**src/rtl/kf8259_ack_sequencer_pkg.sv**
```systemverilog
// Shared types for the 8259 acknowledge path: ack-state enum, OCW2 command codes, level encoders.
// Latency: n/a (types and pure functions). Backpressure: n/a.
// Included by the acknowledge sequencer and its OCW2 decoder.
package KF8259_Common_Package;

    typedef enum logic [1:0] {
        ST_IDLE  = 2'd0,
        ST_ACK1  = 2'd1,
        ST_WAIT2 = 2'd2,
        ST_ACK2  = 2'd3
    } ack_state_t;

    // OCW2 {R, SL, EOI} command field
    localparam logic [2:0] OCW2_ROT_AEOI_CLR = 3'b000;
    localparam logic [2:0] OCW2_NS_EOI       = 3'b001;
    localparam logic [2:0] OCW2_NOP          = 3'b010;
    localparam logic [2:0] OCW2_SP_EOI       = 3'b011;
    localparam logic [2:0] OCW2_ROT_AEOI_SET = 3'b100;
    localparam logic [2:0] OCW2_ROT_NS_EOI   = 3'b101;
    localparam logic [2:0] OCW2_SET_PRIO     = 3'b110;
    localparam logic [2:0] OCW2_ROT_SP_EOI   = 3'b111;

    function automatic logic [2:0] onehot_to_bin(input logic [7:0] onehot);
        logic [2:0] bin;
        bin = 3'd0;
        for (int i = 0; i < 8; i++) begin
            if (onehot[i]) bin = bin | 3'(i);
        end
        return bin;
    endfunction

    function automatic logic [7:0] bin_to_onehot(input logic [2:0] bin);
        return 8'(1) << bin;
    endfunction

endpackage

```
**src/rtl/kf8259_ack_sequencer_ocw2_decoder.sv**
```systemverilog
// Decodes an OCW2 strobe into an ISR clear mask, a rotate load and AEOI-rotate mode changes.
// Latency: combinational, 0 cycles. Backpressure: none, strobe is consumed the cycle it arrives.
module kf8259_ocw2_decoder
    import KF8259_Common_Package::*;
(
    input  logic       ocw2_write,
    input  logic [7:0] ocw2_data,
    input  logic [7:0] highest_level_in_service,
    output logic [7:0] eoi_mask,
    output logic       rotate_load,
    output logic [2:0] rotate_value,
    output logic       aeoi_rotate_set,
    output logic       aeoi_rotate_clear
);
    logic [2:0] command;
    logic [2:0] level;
    logic       unused_bits;

    assign command     = ocw2_data[7:5];
    assign level       = ocw2_data[2:0];
    assign unused_bits = ^ocw2_data[4:3];

    always_comb begin
        eoi_mask          = 8'h00;
        rotate_load       = 1'b0;
        rotate_value      = 3'd0;
        aeoi_rotate_set   = 1'b0;
        aeoi_rotate_clear = 1'b0;
        if (ocw2_write) begin
            case (command)
                OCW2_NS_EOI: eoi_mask = highest_level_in_service;
                OCW2_SP_EOI: eoi_mask = bin_to_onehot(level);
                OCW2_ROT_NS_EOI: begin
                    // Nothing in service: no clear and the rotation point stays put.
                    eoi_mask     = highest_level_in_service;
                    rotate_load  = |highest_level_in_service;
                    rotate_value = onehot_to_bin(highest_level_in_service);
                end
                OCW2_ROT_SP_EOI: begin
                    eoi_mask     = bin_to_onehot(level);
                    rotate_load  = 1'b1;
                    rotate_value = level;
                end
                OCW2_ROT_AEOI_SET: aeoi_rotate_set   = 1'b1;
                OCW2_ROT_AEOI_CLR: aeoi_rotate_clear = 1'b1;
                OCW2_SET_PRIO: begin
                    rotate_load  = 1'b1;
                    rotate_value = level;
                end
                default: ;
            endcase
        end
    end

endmodule

```
**src/rtl/kf8259_ack_sequencer.sv**
```systemverilog
// Runs the two-pulse INTA handshake: raises INT, latches the ISR bit, drives the vector, issues AEOI/OCW2 EOIs.
// Latency: strobes and flags one cycle after the sampled INTA edge or OCW2 write; vector drive follows INTA directly.
// Backpressure: none, the CPU paces the handshake through INTA.
module kf8259_ack_sequencer
    import KF8259_Common_Package::*;
(
    input  logic       clock,
    input  logic       reset,
    input  logic       interrupt_acknowledge_n,
    input  logic [7:0] highest_priority_request,
    input  logic [7:0] highest_level_in_service,
    input  logic       auto_eoi,
    input  logic [4:0] vector_base,
    input  logic       icw1_write,
    input  logic       ocw2_write,
    input  logic [7:0] ocw2_data,
    output logic       interrupt,
    output logic       latch_in_service,
    output logic [7:0] interrupt_to_latch,
    output logic [7:0] end_of_interrupt,
    output logic [2:0] priority_rotate,
    output logic       freeze,
    output logic [7:0] data_bus_out,
    output logic       data_bus_out_enable
);
    ack_state_t state, state_next;
    logic       inta_prev;
    logic       inta_fall, inta_rise;
    logic       ack_start, ack_done, aeoi_fire;
    logic [7:0] ack_level;
    logic       spurious;
    logic       rotate_in_aeoi;

    logic [7:0] ocw2_eoi_mask;
    logic       ocw2_rotate_load;
    logic [2:0] ocw2_rotate_value;
    logic       aeoi_rotate_set, aeoi_rotate_clear;

    kf8259_ocw2_decoder u_ocw2_decoder (
        .ocw2_write               (ocw2_write),
        .ocw2_data                (ocw2_data),
        .highest_level_in_service (highest_level_in_service),
        .eoi_mask                 (ocw2_eoi_mask),
        .rotate_load              (ocw2_rotate_load),
        .rotate_value             (ocw2_rotate_value),
        .aeoi_rotate_set          (aeoi_rotate_set),
        .aeoi_rotate_clear        (aeoi_rotate_clear)
    );

    assign inta_fall = inta_prev & ~interrupt_acknowledge_n;
    assign inta_rise = ~inta_prev & interrupt_acknowledge_n;

    always_ff @(posedge clock or posedge reset) begin
        if (reset) state <= ST_IDLE;
        else       state <= state_next;
    end

    always_comb begin
        state_next = state;
        case (state)
            ST_IDLE:  if (inta_fall) state_next = ST_ACK1;
            ST_ACK1:  if (inta_rise) state_next = ST_WAIT2;
            ST_WAIT2: if (inta_fall) state_next = ST_ACK2;
            ST_ACK2:  if (inta_rise) state_next = ST_IDLE;
            default:  state_next = ST_IDLE;
        endcase
        if (icw1_write) state_next = ST_IDLE;
    end

    assign ack_start = (state == ST_IDLE) & inta_fall & ~icw1_write;
    assign ack_done  = (state == ST_ACK2) & inta_rise & ~icw1_write;
    assign aeoi_fire = ack_done & auto_eoi & ~spurious;

    always_ff @(posedge clock or posedge reset) begin
        if (reset) begin
            inta_prev          <= 1'b1;
            interrupt          <= 1'b0;
            latch_in_service   <= 1'b0;
            interrupt_to_latch <= 8'h00;
            end_of_interrupt   <= 8'h00;
            priority_rotate    <= 3'd7;
            rotate_in_aeoi     <= 1'b0;
            freeze             <= 1'b0;
            ack_level          <= 8'h00;
            spurious           <= 1'b0;
        end else begin
            inta_prev          <= interrupt_acknowledge_n;
            latch_in_service   <= 1'b0;
            interrupt_to_latch <= 8'h00;
            if (icw1_write) begin
                interrupt        <= 1'b0;
                end_of_interrupt <= 8'h00;
                priority_rotate  <= 3'd7;
                rotate_in_aeoi   <= 1'b0;
                freeze           <= 1'b0;
                spurious         <= 1'b0;
            end else begin
                end_of_interrupt <= ocw2_eoi_mask | (aeoi_fire ? ack_level : 8'h00);
                if (ack_start) begin
                    // An empty request at INTA is answered as a spurious level 7.
                    ack_level          <= (|highest_priority_request) ? highest_priority_request : 8'h80;
                    spurious           <= ~(|highest_priority_request);
                    latch_in_service   <= |highest_priority_request;
                    interrupt_to_latch <= highest_priority_request;
                    interrupt          <= 1'b0;
                    freeze             <= 1'b1;
                end else if ((state == ST_IDLE) && (|highest_priority_request)) begin
                    interrupt <= 1'b1;
                end
                if (ack_done) freeze <= 1'b0;
                // An explicit OCW2 rotate outranks the automatic one.
                if (ocw2_rotate_load)
                    priority_rotate <= ocw2_rotate_value;
                else if (aeoi_fire && rotate_in_aeoi)
                    priority_rotate <= onehot_to_bin(ack_level);
                if (aeoi_rotate_set)
                    rotate_in_aeoi <= 1'b1;
                else if (aeoi_rotate_clear)
                    rotate_in_aeoi <= 1'b0;
            end
        end
    end

    assign data_bus_out_enable = (state == ST_ACK2) & ~interrupt_acknowledge_n;
    assign data_bus_out        = (state == ST_ACK2) ? {vector_base, onehot_to_bin(ack_level)} : 8'h00;

endmodule

```
**config.mk**
```make
export PLATFORM = sky130hd
export DESIGN_NAME = kf8259_ack_sequencer
export DESIGN_NICKNAME = d
export VERILOG_FILES = /design/src/rtl/kf8259_ack_sequencer_pkg.sv /design/src/rtl/kf8259_ack_sequencer_ocw2_decoder.sv /design/src/rtl/kf8259_ack_sequencer.sv
export SDC_FILE = /design/constraint.sdc
export NUM_CORES = 1
export LEC_CHECK = 0
export BUFFER_PORTS_ARGS = -buffer_cell sky130_fd_sc_hd__buf_2
export CAP_MARGIN = 30
export CORE_MARGIN = 4
export CORE_UTILIZATION = 46
export CTS_BUF_LIST = sky130_fd_sc_hd__clkbuf_8
export CTS_CLUSTER_SIZE = 12
export DETAILED_ROUTE_END_ITERATION = 6
export GPL_ROUTABILITY_DRIVEN = 0
export GPL_TIMING_DRIVEN = 0
export PLACE_DENSITY = 0.83
export SYNTH_ARGS = -nofsm -noshare
export SYNTH_HDL_FRONTEND = slang
export SYNTH_SLANG_ARGS = --single-unit
```
**constraint.sdc**
```tcl
create_clock -name clock -period 1.6 [get_ports clock]
set_input_delay 0.16 -clock clock [delete_from_list [all_inputs] [get_ports clock]]
set_output_delay 0.16 -clock clock [all_outputs]
set_load 0.05 [all_outputs]
```
==> results of run 1 <==
==> routing by layer <==
metal / up-vias / routed length [um] / GRT usage
li1: 792 / - / -
met1: 757 / 1876 / 0.2260
met2: 53 / 2251 / 0.2976
met3: 7 / 275 / 0.02699
met4: 0 / 78 / 0.07307
met5: - / 0 / 0
==> final cells by class <==
class | count | area [sq um] | share of cell area
Tap cell | 48 | 60.06 | 0.02337
Multi-Input combinational cell | 124 | 949.7 | 0.3695
Inverter | 13 | 48.80 | 0.01899
Timing Repair Buffer | 75 | 479.2 | 0.1865
Buffer | 7 | 36.28 | 0.01412
Clock buffer | 5 | 68.82 | 0.02678
Clock inverter | 3 | 46.29 | 0.01801
Sequential cell | 35 | 880.8 | 0.3427
==> sequential cells by signal, summed over array words and instances (netlist names) <==
signal and cells:
ack_level 8, end_of_interrupt 8, interrupt_to_latch 8, priority_rotate 3
state 2, freeze 1, inta_prev 1, interrupt 1
latch_in_service 1, rotate_in_aeoi 1, spurious 1
==> path summary, 6_finish.rpt <==
kind / start / endpoint / slack (ps) / cells after the start
min: interrupt_acknowledge_n / inta_prev$_DFF_PP1_ / 40 / 1
min in group asynchronous: reset / interrupt_to_latch[4]$_DFF_PP0_ / 470 / 3
max: state[1]$_DFFE_PP0P_ / ack_level[6]$_DFFE_PP0P_ / 20 / 6
max reg2reg: state[1]$_DFFE_PP0P_ / ack_level[6]$_DFFE_PP0P_ / 20 / 6
max in group asynchronous: reset / inta_prev$_DFF_PP1_ / 550 / 4
min reg2reg: spurious$_DFFE_PP0N_ / spurious$_DFFE_PP0N_ / 530 / 2
==> report_power, final <==
group / internal (mW) / total (mW) / switching (mW)
Combinational: 0.280 / 0.637 / 0.357
Clock: 0.469 / 0.799 / 0.331
Sequential: 0.995 / 1.15 / 0.155
Total: 1.74 / 2.59 / 0.843
==> cells in the mapped netlist, types with 2 or more instances <==
master    instances  area [sq um]
mux2_2            7         78.83
clkbuf_1          4         15.01
and2_1           12         75.07
buf_2             2         10.01
ha_1              4         50.05
nor3b_1           2         15.01
o21ai_0           6         30.03
a22oi_1           8         60.06
inv_1            13         48.80
nor2b_1           8         50.05
nor3_1            3         15.01
nand2_1           6         22.52
or4_4             2         22.52
dfrtp_1          31         775.7
nand2b_1          7         43.79
o22ai_1           7         43.79
dfstp_2           4         105.1
mux2i_1           5         50.05
o32ai_1           2         17.52
nor2_1           18         67.56
o41ai_1           2         17.52
a21oi_1           6         30.03
nor4_1            5         31.28
==> metrics by stage <==
step | hold slack (ps) | setup slack [ps] | util
5_1_grt | 31.09 | -45.98 | 0.6865
6_report | 35.78 | 24.76 | 0.6865
3_3_place_gp | 338.9 | -122.6 | 0.5906
4_1_cts | 26.83 | 10.09 | 0.6608
2_1_floorplan | 164.5 | 8.853 | -
3_5_place_dp | 240.0 | -187.2 | 0.5979
==> worst register-to-register path, cell delays in order (launching register included) <==
cell	delay [ps]
dfrtp_1	430
inv_2	120
ha_4	170
nand3b_4	110
nor2_4	180
buf_4	150
mux2_2	320
==> cells by family after synthesis <==
kind of cell,synth area share
buffers and inverters,0.04866
AO/OA/AOI/OAI,0.1549
multiplexers,0.07060
AND/OR/NAND/NOR,0.2159
adder cells (fa/ha/maj),0.02742
flip-flops,0.4825
==> repair_timing <==
item,CTS,global route
hold buffers,1,0
setup buffers,5,6
resized for setup,20,12
setup endpoints to repair,19,16
pin swaps,1,3
hold endpoints to repair,13,0
==> key figures, run 1 <==
Critical path
  – Critical path arrival: roughly 1800 ps
  – Critical path peak fanout: 6
  – Bufs and invs on worst path: 2
  – Req. time, crit path: around 1800 ps
  – CP Class: reg2reg
  – Critical Path Slowest Stage Cell: dfrtp_1
  – Startpoint types: register
  – Crit path cell chain: inv_2 > ha_4 > nand3b_4 > nor2_4 > buf_4 > mux2_2
  – CP Capture Type: register
  – Max incr delay on CP: 430 ps
  – Crit path max-delay family: flip-flops

CTS
  – Clk pin slew, worst setup/hold paths: around 80 ps
  – CTS tree: done
  – H-tree depth: 2
  – Clk_lat worst skew: about 290 ps
  – Clk root buf: clkbuf_8
  – CTS Buffer Depth: 2
  – Cts bufs inserted: 5
  – CTS Sinks: 35

Drt
  – Via/cell ratio: between 5 and 6
  – Total iterations of the first detailed-routing run: 4
  – Detailed-route via count: approximately 1,600
  – DR DRC count: 0
  – DR iter-0 viols: 52
  – Routed Antenna Nets: 0
  – Final wirelength: 4.482 mm
  – Drt wl/cell: approximately 14 um

Timing
  – Final setup violation count: 0
  – Peak Freq: around 630 MHz
  – Clk_skew: ~13 ps
  – Hold Fails Final Rpt: 0
  – Slew HR: 0.6189
  – Post-layout minimum cycle time: approximately 1600 ps
  – Setup TNS: 0 ps
  – Slew Limit Fails: 0
  – Fin crit share: 0.9845
  – Worst slew pin tran: roughly 570 ps
  – RSZ-0062 raised after global routing: yes

Final layout
  – Most frequent cells in the layout: buf_2, dfrtp_1, nor2_1
  – Fill count: ~300
  – Final nets: 300
  – ANT cells: 0
  – Finished Layout Cells: 310
  – Design Area, Final: approximately 2600 sq um
  – Most common cell after layout, fill and taps aside: buf_2
  – P&R area growth vs syn: 40.78%
  – Share of cells above drive strength 1: 0.4466

Hold path
  – Min-delay worst type: in2reg

Pwr
  – Peak supply drop: ~480 uV
  – PwrDens: 1007 nW/um^2
  – Leak: about 1.3 nW
  – Design Power: between 2 and 3 mW

Yosys
  – Async SR Flop Fraction: 1.000
  – Sequential share of the synthesized area: 0.4825
  – Synthesized Nets: ~220
  – Synth warn: 0
  – Synth Flop Type: dfrtp_1
  – Syn Inst Count: between 150 and 200
  – Mean Syn Cell Area: 10.14 sq um
  – Post-synth EDFFs: 0
  – Unique masters post-synth: 39
  – Synthesized flop and latch total: 35
  – Synthesized cell area: ~1800 sq um

GRT
  – Vias in the first global route: around 1,600
  – Initial antenna violation count: 0
  – Global Route Usage Sum: 0.1767
  – Pin count of the biggest net entering global routing: 23
  – GR Overflow Total: 0
  – Global-route wire length before repair: 7.162 mm

Floorplan
  – Core Rows: 22
  – I/O pin count: 66
  – Die area: approximately 5000 sq um
  – Die width: approximately 71 um
  – Core Box Area: roughly 3700 sq um
  – Die Span Y: 71.00 um
  – Initial Utilization: 0.4876

Run status
  – Status: completed

Placed design
  – Placement Cell Area: 2238 sq um
  – IO buf count: 62
  – Hpwl dp: between 3 and 4 mm
  – Placed insts: between 200 and 300

Job
  – MaxCap Viol Count: 0
Note: power is estimated with default switching activity, not from simulation.
==> inputs of run 2 (changes only) <==
- CTS_CLUSTER_SIZE: 12 -> 24
- RECOVER_POWER: unset -> 100
- SYNTH_HIERARCHICAL: unset -> 1
==> key figures, run 2 <==
Run status
  – Status: complete, but fails checks
  – Failing checks: negative setup slack

Yosys
  – Unique masters post-synth: 36 (-7.7%)
  – Post-synth EDFFs: 0 (unchanged)
  – Syn Inst Count: 188 (+4.4%)
  – Mean Syn Cell Area: 9.883 sq um (-2.5%)
  – Synthesized cell area: 1858 sq um (+1.8%)
  – Count leader, synth: dfrtp_1
  – Sequential share of the synthesized area: 0.4741 (-0.008448)
  – Synthesized Nets: 227 (+3.7%)
  – Async SR Flop Fraction: 1.000 (unchanged)
  – Synthesized flop and latch total: 35 (unchanged)
  – Synth Flop Type: dfrtp_1
  – Share of the synthesized area in the top cell type: 0.4175 (-0.007440)
  – Synth warn: 6 (+6)
  – Top post-synthesis cells by area: dfrtp_1, and2_1, dfstp_2
  – Post-synthesis cell type with the largest combined area: dfrtp_1
  – Synth top cells by count: dfrtp_1, and2_1, inv_1

Timing
  – Slew Limit Fails: 0 (unchanged)
  – Clk_skew: 4.892 ps (-7.760 ps)
  – Post-layout minimum cycle time: 1732 ps (+157.0 ps)
  – Worst setup margin: -132.3 ps (-157.0 ps)
  – Hold slack final: 106.8 ps (+71.00 ps)
  – Fin crit share: 1.083 (+0.09814)
  – Setup TNS: -743.3 ps (-743.3 ps)
  – Worst slew pin tran: 602.7 ps (+31.71 ps)
  – Slew HR: 0.6000 (-0.01900)
  – Final setup violation count: 11 (+11)
  – Hold Fails Final Rpt: 0 (unchanged)
  – RSZ-0062 raised after global routing: yes
  – Peak Freq: 577.3 MHz (-9.1%)

Floorplan
  – Initial Utilization: 0.4927 (+0.005067)
  – Die area: 5120 sq um (+1.6%)
  – Die width: 71.56 um (+0.79%)
  – Core Rows: 22 (unchanged)
  – I/O pin count: 66 (unchanged)
  – Core Box Area: 3771 sq um (+0.74%)
  – Die Span Y: 71.56 um (+0.79%)

Hold path
  – Hold depth: 2 (+1)
  – Hold Crit Start: highest_priority_request[5]
  – Worst hold endpoint: interrupt_to_latch[5]$_DFF_PP0_
  – Min-delay worst type: in2reg

GRT
  – GR Overflow Total: 0 (unchanged)
  – Global-route wire length before repair: 7.555 mm (+5.5%)
  – Global Route Usage Sum: 0.1876 (+0.01099)
  – Initial antenna violation count: 0 (unchanged)
  – Vias in the first global route: 1,698 (+9.3%)
  – Pin count of the biggest net entering global routing: 22 (-4.3%)

Critical path
  – Reg2Reg Setup Slack: -70 ps (-90 ps)
  – Bufs and invs on worst path: 1 (-1)
  – CP Capture Type: primary output
  – Reg2reg end: ack_level[3]$_DFFE_PP0P_
  – Startpoint types: register
  – Critical path peak fanout: 4 (-2)
  – Critical Path Slowest Stage Cell: or4_4
  – Req. time, crit path: 1440 ps (-340 ps)
  – Critical path arrival: 1570 ps (-180 ps)
  – Max incr delay on CP: 570 ps (+140 ps)
  – Crit path cell chain: or4_4 > and2_4 > buf_8
  – CP Class: reg2out
  – Crit path max-delay family: simple AND/OR/NAND/NOR gates
  – R2R cell count: 6 (unchanged)
  – R2R Path Start: state[1]$_DFFE_PP0P_

Final layout
  – ANT cells: 0 (unchanged)
  – Most common cell after layout, fill and taps aside: buf_2
  – Design Area, Final: 2571 sq um (about the same)
  – Fill count: 279 (-7.9%)
  – P&R area growth vs syn: 38.38%
  – Most frequent cells in the layout: buf_2, dfrtp_1, clkbuf_1
  – Share of cells above drive strength 1: 0.3455 (-0.1011)
  – Final nets: 313 (+4.3%)
  – Top Registers: ack_level (8), end_of_interrupt (8), interrupt_to_latch (8)

Drt
  – DR iter-0 viols: 92 (+77%)
  – Drt wl/cell: 14.66 um (+1.4%)
  – DR DRC count: 0 (unchanged)
  – Detailed-route via count: 1,686 (+4.8%)
  – Routed Antenna Nets: 0 (unchanged)
  – Via/cell ratio: 5.220 (+0.57%)
  – Total iterations of the first detailed-routing run: 4 (unchanged)
  – Final wirelength: 4.735 mm (+5.6%)

Pwr
  – PwrDens: 1222 nW/um^2 (+21%)
  – Leak: 1.158 nW (-7.8%)
  – Peak supply drop: 860.3 uV (+81%)

CTS
  – CTS Buffer Depth: 2 (unchanged)
  – Clk pin slew, worst setup/hold paths: 70 ps (about the same)
  – CTS tree: done
  – Cts bufs inserted: 5 (unchanged)
  – Clk root buf: clkbuf_8
  – CTS Sinks: 35 (unchanged)
  – H-tree depth: 2 (unchanged)
  – Clk_lat worst skew: 300 ps (about the same)

Job
  – MaxCap Viol Count: 0 (unchanged)

Placed design
  – Placement Cell Area: 2287 sq um (+2.2%)
  – Hpwl dp: 3.309 mm (+3.8%)
  – IO buf count: 63 (+1.6%)
==> run 2: changes by cell type in the layout (fill, tap and decap cells not counted), sizes merged, moves of 4 or more <==
cell     change
nor2         -8
clkbuf      +28
nand2        +9
buf         -25
and2         +6
o22ai        -6
a21oi        +5
a22oi        -5
o21ai        +8
o2bb2ai      +4
or4          +5
==> run 2: worst max path at each step <==
stage | end | startpoint | cells after the start | slack, ps
2_1_floorplan | ack_level[0]$_DFFE_PP0P_ | state[0]$_DFFE_PP0P_ | 6 | 3
3_3_place_gp | ack_level[0]$_DFFE_PP0P_ | state[1]$_DFFE_PP0P_ | 6 | -100
3_5_place_dp | ack_level[1]$_DFFE_PP0P_ | state[0]$_DFFE_PP0P_ | 6 | -140
4_1_cts | data_bus_out[2] | ack_level[6]$_DFFE_PP0P_ | 3 | -150
5_1_grt | data_bus_out[1] | ack_level[3]$_DFFE_PP0P_ | 3 | -160
6_report | data_bus_out[0] | ack_level[3]$_DFFE_PP0P_ | 3 | -130
==> run 2: cell type report <==
| class | instances | area [sq um] | area share |
|---|---|---|---|
| buffer | 5 | 28.78 | 0.01119 |
| clock buffer | 5 | 68.82 | 0.02676 |
| clock inverter | 3 | 43.79 | 0.01703 |
| inverter | 17 | 63.81 | 0.02482 |
| multi-input combinational | 130 | 960.9 | 0.3737 |
| sequential | 35 | 882.1 | 0.3431 |
| tap | 48 | 60.06 | 0.02336 |
| timing repair buffer | 80 | 462.9 | 0.1800 |
==> run 2: cells by family (layout without fill, tap and decap cells) <==
logic type      count (synthesis)  count (layout)  share of synthesized area
compound gates                 39              39                     0.1273
flops                          35              35                     0.4741
mux                            12              12                    0.07004
fa+ha+maj                       4               4                    0.02694
simple gates                   75              75                     0.2532
buf+inv                        23             110                    0.04848
==> run 2: metal layers <==
layer / share of wire / vias up / global-route usage
met2: 0.49 / 58 / 0.3102
met4: 0.025 / 0 / 0.06263
met5: 0 / - / 0
met3: 0.079 / 15 / 0.05750
li1: - / 817 / -
met1: 0.40 / 796 / 0.2336
==> run 2: what timing repair did <==
action                                  4_1_cts  5_1_grt
resized for setup                            25       16
pin swaps                                     5        3
gates cloned                                  0        1
endpoints found under the setup margin       16       17
hold buffers                                  1        0
hold endpoints to repair                     14        0
setup buffers                                 5        9
==> run 2: per-stage QoR <==
| stage | cells | total power, mW | setup WS (ps) | util |
|---|---|---|---|---|
| detailed placement | 300 | 2.062 | -138.8 | 0.6065 |
| CTS | 314 | 3.000 | -145.4 | 0.6692 |
| floorplan | 188 | 1.812 | 2.745 | - |
| global route | 323 | 3.308 | -157.1 | 0.6818 |
| global placement | 299 | 2.019 | -102.7 | 0.5992 |
| finish | 323 | 3.143 | -132.3 | 0.6818 |
==> run 2: power breakdown <==
group / leakage (nW) / total, mW / switching, mW / internal (mW)
logic: 0.650 / 1.15 / 0.600 / 0.549
registers: 0.449 / 1.20 / 0.148 / 1.05
clock network: 0.0581 / 0.794 / 0.331 / 0.463
==> inputs of run 3 (changes only) <==
- BUFFER_PORTS_ARGS: -buffer_cell sky130_fd_sc_hd__buf_2 -> -buffer_cell sky130_fd_sc_hd__buf_4
==> key figures, run 3 (synthesized netlist as in run 2, its figures left out) <==
Final layout
  – Finished Layout Cells: 332 (+2.8%)
  – Fill count: 273 (-2.2%)
  – Top Registers: ack_level (8), end_of_interrupt (8), interrupt_to_latch (8)
  – Final core occ: 0.7478 (+0.06603)
  – ANT cells: 0 (unchanged)
  – Share of cells above drive strength 1: 0.4155 (+0.07004)
  – Final nets: 322 (+2.9%)
  – Most frequent cells in the layout: buf_4, dfrtp_1, clkbuf_1
  – Most common cell after layout, fill and taps aside: buf_4
  – P&R area growth vs syn: 51.78%

Timing
  – Worst setup margin: -153.3 ps (-21.04 ps)
  – Clk_skew: 7.946 ps (+3.055 ps)
  – Peak Freq: 570.4 MHz (-1.2%)
  – Hold Fails Final Rpt: 0 (unchanged)
  – Slew HR: 0.5772 (-0.02279)
  – Worst slew pin tran: 634.3 ps (+31.60 ps)
  – RSZ-0062 raised after global routing: yes
  – Slew Limit Fails: 0 (unchanged)
  – Post-layout minimum cycle time: 1753 ps (+21.04 ps)
  – Final setup violation count: 20 (+9)
  – Hold slack final: 94.54 ps (-12.23 ps)
  – Setup TNS: -1497 ps (-753.4 ps)
  – Fin crit share: 1.096 (+0.01315)

CTS
  – Clk pin slew, worst setup/hold paths: 80 ps (about the same)
  – CTS Buffer Depth: 2 (unchanged)
  – H-tree depth: 2 (unchanged)
  – Clk root buf: clkbuf_8
  – CTS Sinks: 35 (unchanged)
  – Cts bufs inserted: 5 (unchanged)
  – Clk_lat worst skew: 290 ps (about the same)
  – CTS tree: done

Floorplan
  – Core Box Area: 3771 sq um (unchanged)
  – I/O pin count: 66 (unchanged)
  – Die Span Y: 71.56 um (unchanged)
  – Core Rows: 22 (unchanged)
  – Die area: 5120 sq um (unchanged)
  – Die width: 71.56 um (unchanged)
  – Initial Utilization: 0.4927 (unchanged)

Drt
  – Total iterations of the first detailed-routing run: 6 (+2)
  – Final wirelength: 5.841 mm (+23%)
  – DR iter-0 viols: 111 (+21%)
  – Routed Antenna Nets: 0 (unchanged)
  – Drt wl/cell: 17.59 um (+20%)
  – DR DRC count: 0 (unchanged)
  – Via/cell ratio: 5.485 (+5.1%)
  – Detailed-route via count: 1,821 (+8.0%)

Pwr
  – PwrDens: 1226 nW/um^2 (+0.34%)
  – Design Power: 3.459 mW (+10%)
  – Peak supply drop: 839.1 uV (-2.5%)
  – Leak: 1.274 nW (+10%)

GRT
  – Met1 usage: 0.2228 (-0.01078)
  – Global-route wire length before repair: 7.638 mm (+1.1%)
  – Vias in the first global route: 1,692 (-0.35%)
  – Met3 Track Usage GR: 0.06171 (+0.004208)
  – Pin count of the biggest net entering global routing: 22 (unchanged)
  – GRT busiest layer: met2
  – GR Overflow Total: 0 (unchanged)
  – Initial antenna violation count: 0 (unchanged)
  – Met2 Use GR: 0.3367 (+0.02653)
  – Global Route Usage Sum: 0.1927 (+0.005024)

Hold path
  – Min-delay worst type: in2reg

Critical path
  – Critical path arrival: 1590 ps (+20 ps)
  – Critical path peak fanout: 5 (+1)
  – CP Capture Type: primary output
  – Req. time, crit path: 1440 ps (about the same)
  – Startpoint types: register
  – CP Class: reg2out

Placed design
  – Hpwl dp: 3.515 mm (+6.2%)
  – Placed insts: 300 (unchanged)
  – IO buf count: 63 (unchanged)

Job
  – MaxCap Viol Count: 0 (unchanged)

Run status
  – Failing checks: negative setup slack
  – Status: complete, but fails checks
run 3: timing repair:
| action | CTS | global route |
|---|---|---|
| endpoints found under the hold margin | 14 | 0 |
| pin swaps | 5 | 6 |
| setup buffers | 9 | 13 |
| hold buffers | 1 | 0 |
| gates cloned | 0 | 1 |
| gates resized for setup | 16 | 32 |
| endpoints found under the setup margin | 16 | 15 |
run 3: where the power goes:
group          internal (mW)  switching, mW  leakage [nW]
Combinational          0.751          0.709         0.765
Sequential              1.05          0.152         0.451
Clock                  0.464          0.333        0.0581
Total                   2.26           1.19          1.27
run 3: final timing paths:
kind                                                   from  cells after the start                         endpoint  slack (ps)
worst max-delay path               ack_level[7]$_DFFE_PP0P_                      3                  data_bus_out[2]        -150
worst min-delay path            highest_priority_request[4]                      2  interrupt_to_latch[4]$_DFF_PP0_          90
worst max register to register         state[0]$_DFFE_PP0P_                      6         ack_level[0]$_DFFE_PP0P_        -130
worst min register to register     ack_level[0]$_DFFE_PP0P_                      2    end_of_interrupt[0]$_DFF_PP0_         510
max in group asynchronous                             reset                      4   priority_rotate[0]$_DFFE_PP1P_         220
min in group asynchronous                             reset                      3  interrupt_to_latch[2]$_DFF_PP0_         460
run 3: area by class of cell:
| class | count | area (sq um) | share of cell area |
|---|---|---|---|
| inverters | 17 | 63.81 | 0.02263 |
| multi-input cells | 130 | 1003 | 0.3558 |
| clock buffers | 5 | 68.82 | 0.02440 |
| well taps | 48 | 60.06 | 0.02130 |
| flip-flops and latches | 35 | 880.8 | 0.3123 |
| repair buffers | 88 | 655.6 | 0.2325 |
| plain buffers | 6 | 43.79 | 0.01553 |
| clock inverters | 3 | 43.79 | 0.01553 |
run 3: routing by layer:
metal	vias up	wire, um
li1	837	-
met1	871	2179
met2	91	3081
met3	22	386
met4	0	193
met5	-	0
run 3: metrics by stage:
step | setup WS (ps) | instance area, sq um
floorplan | 2.745 | 1884
global placement | -102.7 | 2417
detailed placement | -137.0 | 2445
CTS | -132.1 | 2689
global route | -203.5 | 2820
finish | -153.3 | 2820
run 3: worst max-delay path, cell delays in order (launching register included):
cell and delay (ps):
dfrtp_1 430, or4_4 560, and2_4 170, buf_8 140
